`src/rtl/clk_div_pkg.sv`:
```
// clk_div_pkg: shared constants, channel-select width helper and the staged channel config type.
`default_nettype none

package clk_div_pkg;

  localparam int HALF_W   = 24;
  localparam int DEF_HALF = 25000;

  typedef struct packed {
    logic [HALF_W-1:0] half;
    logic              en;
  } ch_cfg_t;

  function automatic int ch_w(input int n);
    return (n <= 1) ? 1 : $clog2(n);
  endfunction

endpackage

`default_nettype wire

```
`src/rtl/clk_div_chan.sv`:
```
// clk_div_chan: one divider channel with staged reconfiguration applied only at a full-period boundary.
`default_nettype none

module clk_div_chan
  import clk_div_pkg::*;
#(
  parameter int CNT_W    = HALF_W,
  parameter int DEF_HALF = clk_div_pkg::DEF_HALF
) (
  input  logic    clk,
  input  logic    rst,
  input  logic    sync,
  input  logic    we,
  input  ch_cfg_t wr_cfg,
  output logic    pend,
  output logic    clk_out,
  output logic    tick
);

  logic [CNT_W-1:0] cnt;
  logic [CNT_W-1:0] half;
  logic [CNT_W-1:0] eff_half;
  logic             en;
  ch_cfg_t          stg;
  logic             wrap;
  logic             apply;

  // half of 0 behaves like 1 so the channel never stalls
  assign eff_half = (half == '0) ? CNT_W'(1) : half;
  assign wrap     = (cnt == eff_half - CNT_W'(1));
  // an enabled channel only reconfigures on its 1->0 wrap, so no short pulse is ever emitted
  assign apply    = pend && (sync || !en || (wrap && clk_out));

  always_ff @(posedge clk or posedge rst) begin
    if (rst) begin
      cnt     <= '0;
      half    <= CNT_W'(DEF_HALF);
      en      <= 1'b1;
      clk_out <= 1'b0;
      tick    <= 1'b0;
      pend    <= 1'b0;
      stg     <= '0;
    end else begin
      if (we) begin
        stg  <= wr_cfg;
        pend <= 1'b1;
      end else if (apply) begin
        pend <= 1'b0;
      end

      if (sync || apply) begin
        if (apply) begin
          half <= CNT_W'(stg.half);
          en   <= stg.en;
        end
        cnt     <= '0;
        clk_out <= 1'b0;
        tick    <= 1'b0;
      end else if (!en) begin
        cnt     <= '0;
        clk_out <= 1'b0;
        tick    <= 1'b0;
      end else if (wrap) begin
        cnt     <= '0;
        clk_out <= ~clk_out;
        tick    <= ~clk_out;
      end else begin
        cnt  <= cnt + CNT_W'(1);
        tick <= 1'b0;
      end
    end
  end

endmodule

`default_nettype wire

```
`src/rtl/clk_div_multi.sv`:
```
// clk_div_multi: N-channel runtime-programmable clock divider; define CLK_DIV_SYNC_EN to add the
// sync_in port that restarts all channels phase-aligned.
`default_nettype none

module clk_div_multi
  import clk_div_pkg::*;
#(
  parameter int CLK_HZ   = 50_000_000,
  parameter int N_CH     = 4,
  parameter int CNT_W    = HALF_W,
  parameter int DEF_HALF = clk_div_pkg::DEF_HALF
) (
  input  logic                    clk_in,
  input  logic                    rst_in,
`ifdef CLK_DIV_SYNC_EN
  input  logic                    sync_in,
`endif
  input  logic                    cfg_we,
  input  logic [ch_w(N_CH)-1:0]   cfg_ch,
  input  logic [CNT_W-1:0]        cfg_half,
  input  logic                    cfg_en,
  output logic [N_CH-1:0]         cfg_pend,
  output logic [N_CH-1:0]         clk_out,
  output logic [N_CH-1:0]         tick
);

  localparam int CH_W = ch_w(N_CH);

  logic    sync;
  ch_cfg_t wr_cfg;

`ifdef CLK_DIV_SYNC_EN
  assign sync = sync_in;
`else
  assign sync = 1'b0;
`endif

  // staging type holds HALF_W bits; CNT_W is expected not to exceed it
  assign wr_cfg = '{half: HALF_W'(cfg_half), en: cfg_en};

  // out-of-range cfg_ch matches no channel, so such writes are dropped
  for (genvar i = 0; i < N_CH; i++) begin : g_chan
    localparam logic [CH_W-1:0] IDX = CH_W'(i);

    clk_div_chan #(
      .CNT_W   (CNT_W),
      .DEF_HALF(DEF_HALF)
    ) u_chan (
      .clk    (clk_in),
      .rst    (rst_in),
      .sync   (sync),
      .we     (cfg_we && (cfg_ch == IDX)),
      .wr_cfg (wr_cfg),
      .pend   (cfg_pend[i]),
      .clk_out(clk_out[i]),
      .tick   (tick[i])
    );
  end

endmodule

`default_nettype wire

```
`config.mk`:
```
export PLATFORM = sky130hd
export DESIGN_NAME = clk_div_multi
export DESIGN_NICKNAME = d
export VERILOG_FILES = /design/src/rtl/clk_div_pkg.sv /design/src/rtl/clk_div_chan.sv /design/src/rtl/clk_div_multi.sv
export SDC_FILE = /design/constraint.sdc
export NUM_CORES = 1
export LEC_CHECK = 0
export BUFFER_PORTS_ARGS = -buffer_cell sky130_fd_sc_hd__buf_2
export CAP_MARGIN = 40
export CORE_MARGIN = 1.5
export CORE_UTILIZATION = 50
export CTS_CLUSTER_SIZE = 30
export DETAILED_ROUTE_END_ITERATION = 10
export GPL_TIMING_DRIVEN = 0
export HOLD_SLACK_MARGIN = 0.15
export PLACE_DENSITY = 0.66
export SKIP_CTS_REPAIR_TIMING = 1
export SYNTH_ARGS = -nofsm -noshare
export SYNTH_HDL_FRONTEND = slang
export SYNTH_HIERARCHICAL = 1
export SYNTH_SLANG_ARGS = --single-unit
```
`constraint.sdc`:
```
create_clock -name clk_in -period 9.6 [get_ports clk_in]
set_clock_uncertainty 0.2 [all_clocks]
set_input_delay 0.96 -clock clk_in [delete_from_list [all_inputs] [get_ports clk_in]]
set_output_delay 0.96 -clock clk_in [all_outputs]
set_load 0.01 [all_outputs]
```
==> results of run 1 <==
[flip-flops by register name, summed over array words and instances (netlist names)]
signal / flops
g_chan.u_chan/stg: 100
g_chan.u_chan/cnt: 96
g_chan.u_chan/half: 96
g_chan.u_chan/clk_out: 4
g_chan.u_chan/en: 4
g_chan.u_chan/pend: 4
g_chan.u_chan/tick: 4
[stage by stage]
stage                     setup slack (ns)  utilization  std cells  hold slack, ns
after floorplan                      4.724            -       1914          0.2689
after global placement               4.042       0.5322       2423          0.2842
after detailed placement             3.943       0.5349       2427          0.2894
after CTS                            3.914       0.5673       2493          0.2909
after global routing                 3.547       0.5673       2493          0.3140
final                                3.884       0.5673       2493          0.2953
[worst max path at each step]
| stage | from | endpoint | slack (ns) | cells past startpoint |
|---|---|---|---|---|
| after floorplan | g_chan[0].u_chan/half[6] | g_chan[0].u_chan/half[0] | 4.72 | 17 |
| after global placement | g_chan[1].u_chan/half[17] | g_chan[1].u_chan/half[12] | 4.04 | 16 |
| after detailed placement | g_chan[1].u_chan/half[17] | g_chan[1].u_chan/half[19] | 3.94 | 16 |
| after CTS | g_chan[1].u_chan/half[17] | g_chan[1].u_chan/half[12] | 3.91 | 16 |
| after global routing | g_chan[1].u_chan/half[17] | g_chan[1].u_chan/half[12] | 3.55 | 16 |
| final | g_chan[1].u_chan/half[17] | g_chan[1].u_chan/half[12] | 3.88 | 16 |
[power breakdown]
group | internal [mW] | switching (mW) | total, mW | leakage, nW
Clock | 0.811 | 0.572 | 1.38 | 0.578
Sequential | 1.54 | 0.287 | 1.82 | 3.75
Combinational | 0.501 | 0.540 | 1.04 | 3.80
Total | 2.85 | 1.40 | 4.25 | 8.13
[cell type report]
class                           instances  area (µm²)
Clock buffer                           53        1077
Timing Repair Buffer                   45       292.8
Fill cell                            3263       15920
Multi-Input combinational cell       1434       10290
Sequential cell                       308        7742
Buffer                                140       633.1
Inverter                               32       130.1
Clock inverter                         13       115.1
Tap cell                              468       585.6
[layer usage]
metal / GRT usage / vias up
met5: 0 / -
met4: 0.08312 / 0
met3: 0.04535 / 103
met2: 0.4159 / 506
met1: 0.3756 / 7813
li1: - / 7182
[synthesized netlist by cell type, types with 10 or more instances]
| master | count |
|---|---|
| dfrtp_1 | 280 |
| nand2_1 | 106 |
| and2_1 | 12 |
| nor2b_1 | 50 |
| nand3_1 | 108 |
| a311oi_1 | 48 |
| mux2_2 | 112 |
| nor3b_1 | 44 |
| inv_1 | 32 |
| o211ai_1 | 54 |
| a31oi_1 | 14 |
| nand4b_1 | 10 |
| clkbuf_1 | 102 |
| and3_1 | 74 |
| and4_1 | 16 |
| nand4_1 | 32 |
| xor2_1 | 102 |
| nand2b_1 | 16 |
| nor3_1 | 108 |
| a21oi_1 | 28 |
| nor2_1 | 122 |
| dfstp_2 | 28 |
| o21ai_0 | 26 |
| xnor2_1 | 84 |
| or3_1 | 32 |
| nor4_1 | 18 |
| or4_1 | 14 |
| buf_2 | 20 |
| mux2_4 | 40 |
| mux2i_1 | 14 |
[kinds of logic after synthesis]
logic type,Yosys count
buf+inv,172
mux,166
simple gates,808
fa+ha+maj,8
flops,308
compound gates,258
other cells,1
xor+xnor,186
[critical path, cell delays in order (launching register included)]
cell      delay, ns
dfrtp_1        0.45
or4_1          0.61
or4_1          0.54
nor3_2         0.34
a21oi_1        0.13
ha_1           0.32
or4b_1         0.20
clkbuf_1       0.25
or3_1          0.15
clkbuf_1       0.23
xor2_1         0.12
a221oi_1       0.26
a21oi_1        0.13
or4_4          0.61
o31ai_4        0.51
buf_8          0.23
mux2_4         0.30
==> run_results.csv, run 1 <==
group,metric,value,unit
timing,finalHoldViolCount,0,
logic_synthesis,synth_edf_count,0,
route,vias_per_cell,6.259,
clock_network,path_clk_slew,0.06,ns
route,wl_met3,3148,µm
route,wl_met1,23320,µm
timing,fin_crit,5.716,ns
logic_synthesis,synth-xor-area-share,0.08683,
clock_network,cts.path.max_buffers,3,
min_path,worst_hold_path_type,"in -> async",
worst_setup_path,endpoint_kind,"register",
cells_and_area,drive_gt1_frac,0.1753,
timing,slew_headroom,0.4167,
route,drt_iter0_drc,1189,
placement,placed_area,19680,µm²
cells_and_area,final_area,20870,µm²
logic_synthesis,yosysSeqAreaShare,0.4127,
cells_and_area,mostFrequentLayoutCells,"280 x dfrtp_1, 122 x nor2_1, 112 x mux2_2, 110 x clkbuf_1",
route,drc_errors,0,
logic_synthesis,synth_top_family_by_area,"simple AND/OR/NAND/NOR gates",
clock_network,numCtsBuffers,37,
logic_synthesis,yosysTopAreaCell,"dfrtp_1",
die,rows,70,
cells_and_area,final_common_cell,"dfrtp_1",
logic_synthesis,synth_area_leaders,"dfrtp_1 37%, mux2_2 6.7%, xor2_1 4.8%",
logic_synthesis,synth_fa_ha_area_frac,0.005335,
logic_synthesis,synth_compound_area_frac,0.1064,
placement,place_hpwl,36600,µm
die,die_y,196.7,µm
outcome,status,"finished clean",
worst_setup_path,crit_type,"reg -> reg",
route,wl_per_cell,20.34,µm
timing,setup_viol,0,
logic_synthesis,synth_top_area_frac,0.3735,
global_route,antenna_found_initial,1,
worst_setup_path,required,9.83,ns
logic_synthesis,yosysWarnings,6,
route,ant_nets,0,
timing,period_share,0.5955,
placement,gp_congestion,0.9147,
logic_synthesis,syn-cell-area,18760,µm²
timing,finalMaxSlewViolations,0,
logic_synthesis,synth_area_per_cell,9.838,µm²
pwr,power.leakage,8.127,nW
route,wl_met2,22870,µm
pwr,ir_worst_vdd,114.4,µV
die,die_w,196.7,µm
logic_synthesis,dominantRegCellSynth,"dfrtp_1",
cells_and_area,nets,2036,
logic_synthesis,synth-seq-cells,308,
die,ios,42,
timing,worst_pin_slew,0.8677,ns
route,wl,50700,µm
clock_network,cts-root-buf,"clkbuf_16",
job,max_cap_viol_count,0,
pwr,powerDensity,203.5,nW/µm²
global_route,grt_pass1_vias,14820,
global_route,grt_overflow_total,0,
route,drt_pass1_iterations,5,
logic_synthesis,synthMuxAreaShare,0.1067,
clock_network,cts_tree,"yes",
route,highest_layer,"met4",
clock_network,cts_num_sinks,308,
worst_setup_path,r2r_setup_slack,3.88,ns
logic_synthesis,ys_types,74,
worst_setup_path,arrival,5.95,ns
route,vias,15600,
worst_setup_path,ff2ff_path_depth,16,
worst_setup_path,timing.rr.end,"g_chan[1].u_chan/half[12]",
worst_setup_path,worstSetupStartpointType,"register",
cells_and_area,n_antenna_cell,0,
global_route,grt_pass1_wl,81370,µm
timing,maxClockFrequency,174.9,MHz
clock_network,cts-htree-levels,2,
clock_network,insertion_delay,0.55,ns
global_route,track_usage,0.2653,
logic_synthesis,netlist_instances,1907,
worst_setup_path,critPathMaxFanout,10,
logic_synthesis,synth-async-reset-ratio,1.000,
cells_and_area,syn2layout_area_growth,11.23,%
die,coreArea,36790,µm²
worst_setup_path,rr_startpoint,"g_chan[1].u_chan/half[17]",
global_route,grt_max_degree,50,
timing,rsz0062_at_grt,"false",
timing,setup-tns-final,0,ns
pwr,fin_total_pwr,4.247,mW
placement,portBuffers,41,
die,dieArea,38690,µm²
die,initial_core_util,0.5100,
logic_synthesis,synth-simple-area-share,0.2417,
(Power assumes the default switching activity.)
==> run 2, diff against run 1 <==
==> constraint.sdc (replaced) <==
create_clock -name clk_in -period 5.4 [get_ports clk_in]
set_clock_uncertainty 0.2 [all_clocks]
set_input_delay 0.54 -clock clk_in [delete_from_list [all_inputs] [get_ports clk_in]]
set_output_delay 0.54 -clock clk_in [all_outputs]
set_load 0.01 [all_outputs]
==> run_results.csv, run 2 (same netlist as run 1, synthesis figures left out) <==
group,metric,value,unit
clock_network,path_clk_slew,0.06,ns
die,initial_core_util,0.5100,
cells_and_area,drive_gt1_frac,0.1820,
cells_and_area,top_regs,"g_chan.u_chan/stg (100), g_chan.u_chan/cnt (96), g_chan.u_chan/half (96)",
timing,period_share,0.9422,
global_route,grt_pass1_vias,14820,
timing,timing.hold.ws,0.1675,ns
timing,finalHoldViolCount,0,
die,coreArea,36790,µm²
route,ant_nets,0,
clock_network,cts-htree-levels,2,
route,vias,15560,
die,rows,70,
clock_network,cts-root-buf,"clkbuf_16",
die,dieArea,38690,µm²
global_route,grt_overflow_total,0,
clock_network,cts_num_sinks,308,
route,drt_iter0_drc,1112,
route,vias_per_cell,6.220,
cells_and_area,nets,2044,
cells_and_area,largest_register_ffs,100,
pwr,power.leakage,8.261,nW
placement,portBuffers,41,
route,drt_pass1_iterations,5,
route,drc_errors,0,
min_path,worst_hold_path_type,"in -> reg",
cells_and_area,mostFrequentLayoutCells,"280 x dfrtp_1, 122 x nor2_1, 112 x mux2_2, 108 x nand3_1",
outcome,status,"finished clean",
job,max_cap_viol_count,0,
timing,setup_viol,0,
worst_setup_path,crit_type,"reg -> reg",
die,die_y,196.7,µm
worst_setup_path,critPathMaxFanout,10,
timing,finalMaxSlewViolations,0,
clock_network,numCtsBuffers,37,
timing,maxClockFrequency,196.5,MHz
global_route,grt_pass1_wl,81370,µm
cells_and_area,fill_cells,3243,
global_route,antenna_found_initial,1,
cells_and_area,regMostFlops,"g_chan.u_chan/stg",
cells_and_area,final_core_util,0.5718,
global_route,track_usage,0.2653,
clock_network,insertion_delay,0.55,ns
placement,gp_congestion,0.9147,
die,ios,42,
global_route,grt_max_degree,50,
timing,rsz0062_at_grt,"false",
route,wl,50860,µm
worst_setup_path,required,5.65,ns
route,wl_per_cell,20.33,µm
clock_network,cts.path.max_buffers,3,
cells_and_area,final_common_cell,"dfrtp_1",
clock_network,cts_tree,"yes",
worst_setup_path,worstSetupStartpointType,"register",
timing,slew_headroom,0.4306,
die,die_w,196.7,µm
timing,fin_crit,5.088,ns
pwr,ir_worst_vdd,204.9,µV
worst_setup_path,arrival,5.34,ns
pwr,powerDensity,359.7,nW/µm²
worst_setup_path,endpoint_kind,"register",
placement,place_hpwl,36600,µm
cells_and_area,syn2layout_area_growth,12.11,%
timing,worst_pin_slew,0.8462,ns
[run 2: cell types whose count changed in the layout (fill, tap and decap cells not counted), moves of 3 or more]
cell	previous run	this run
clkbuf_1	110	102
dlygate4sd3_1	0	7
clkbuf_2	0	5
buf_4	2	5
[run 2: worst max-delay path, stage by stage, from the launching register on]
cell and delay, ns:
dfrtp_1 0.35, buf_2 0.18, nor4_4 0.51, nand4_1 0.39, o21bai_1 0.36, inv_1 0.08, ha_1 0.19, clkbuf_1 0.21
xnor2_1 0.20, xnor2_1 0.13, or4_1 0.52, or3_1 0.43, nor4_4 0.52, clkbuf_1 0.46, nand3_1 0.14, o211ai_1 0.13
[run 2: path summary, 6_finish.rpt]
check | start | end | slack, ns | depth (start not counted)
min | cfg_half[1] | g_chan[1].u_chan/stg[2] | 0.17 | 2
min reg2reg | g_chan[0].u_chan/stg[19] | g_chan[0].u_chan/half[18] | 0.29 | 1
min in group asynchronous | rst_in | g_chan[3].u_chan/stg[24] | 0.44 | 3
max reg2reg | g_chan[2].u_chan/half[2] | g_chan[2].u_chan/half[0] | 0.31 | 15
max | g_chan[2].u_chan/half[2] | g_chan[2].u_chan/half[0] | 0.31 | 15
max in group asynchronous | rst_in | g_chan[2].u_chan/half[3] | 3.85 | 4
[run 2: layer usage]
layer | vias to the layer above | global-route usage | wire length (µm)
met2 | 475 | 0.4159 | 23010
met3 | 96 | 0.04535 | 3091
met4 | 0 | 0.08312 | 1306
li1 | 7205 | - | -
met5 | - | 0 | 0
met1 | 7786 | 0.3756 | 23450
[run 2: power breakdown]
| group | switching [mW] | internal, mW | leakage, nW |
|---|---|---|---|
| clock | 1.01 | 1.44 | 0.578 |
| sequential | 0.512 | 2.73 | 3.75 |
| combinational | 0.965 | 0.903 | 3.94 |
[run 2: final cells by class]
class / count / area [µm²] / area share
Multi-Input combinational cell: 1434 / 10350 / 0.4919
Sequential cell: 308 / 7742 / 0.3681
Clock buffer: 53 / 1077 / 0.05122
Buffer: 137 / 628.1 / 0.02986
Tap cell: 468 / 585.6 / 0.02784
Timing Repair Buffer: 56 / 405.4 / 0.01927
Inverter: 32 / 130.1 / 0.006186
Clock inverter: 13 / 115.1 / 0.005473
Antenna cell: 1 / 2.502 / 0.0001190
[run 2: stage by stage]
step | power [mW] | cell area (µm²) | std cells | setup TNS, ns | setup slack, ns
after floorplan | 4.547 | 18790 | 1914 | 0 | 0.5239
after global placement | 5.015 | 19580 | 2423 | -4.366 | -0.1578
after detailed placement | 5.097 | 19680 | 2427 | -10.12 | -0.2568
after CTS | 7.582 | 20870 | 2493 | -11.88 | -0.2861
after global routing | 7.968 | 21030 | 2501 | 0 | 0.002466
final | 7.567 | 21030 | 2502 | 0 | 0.3122
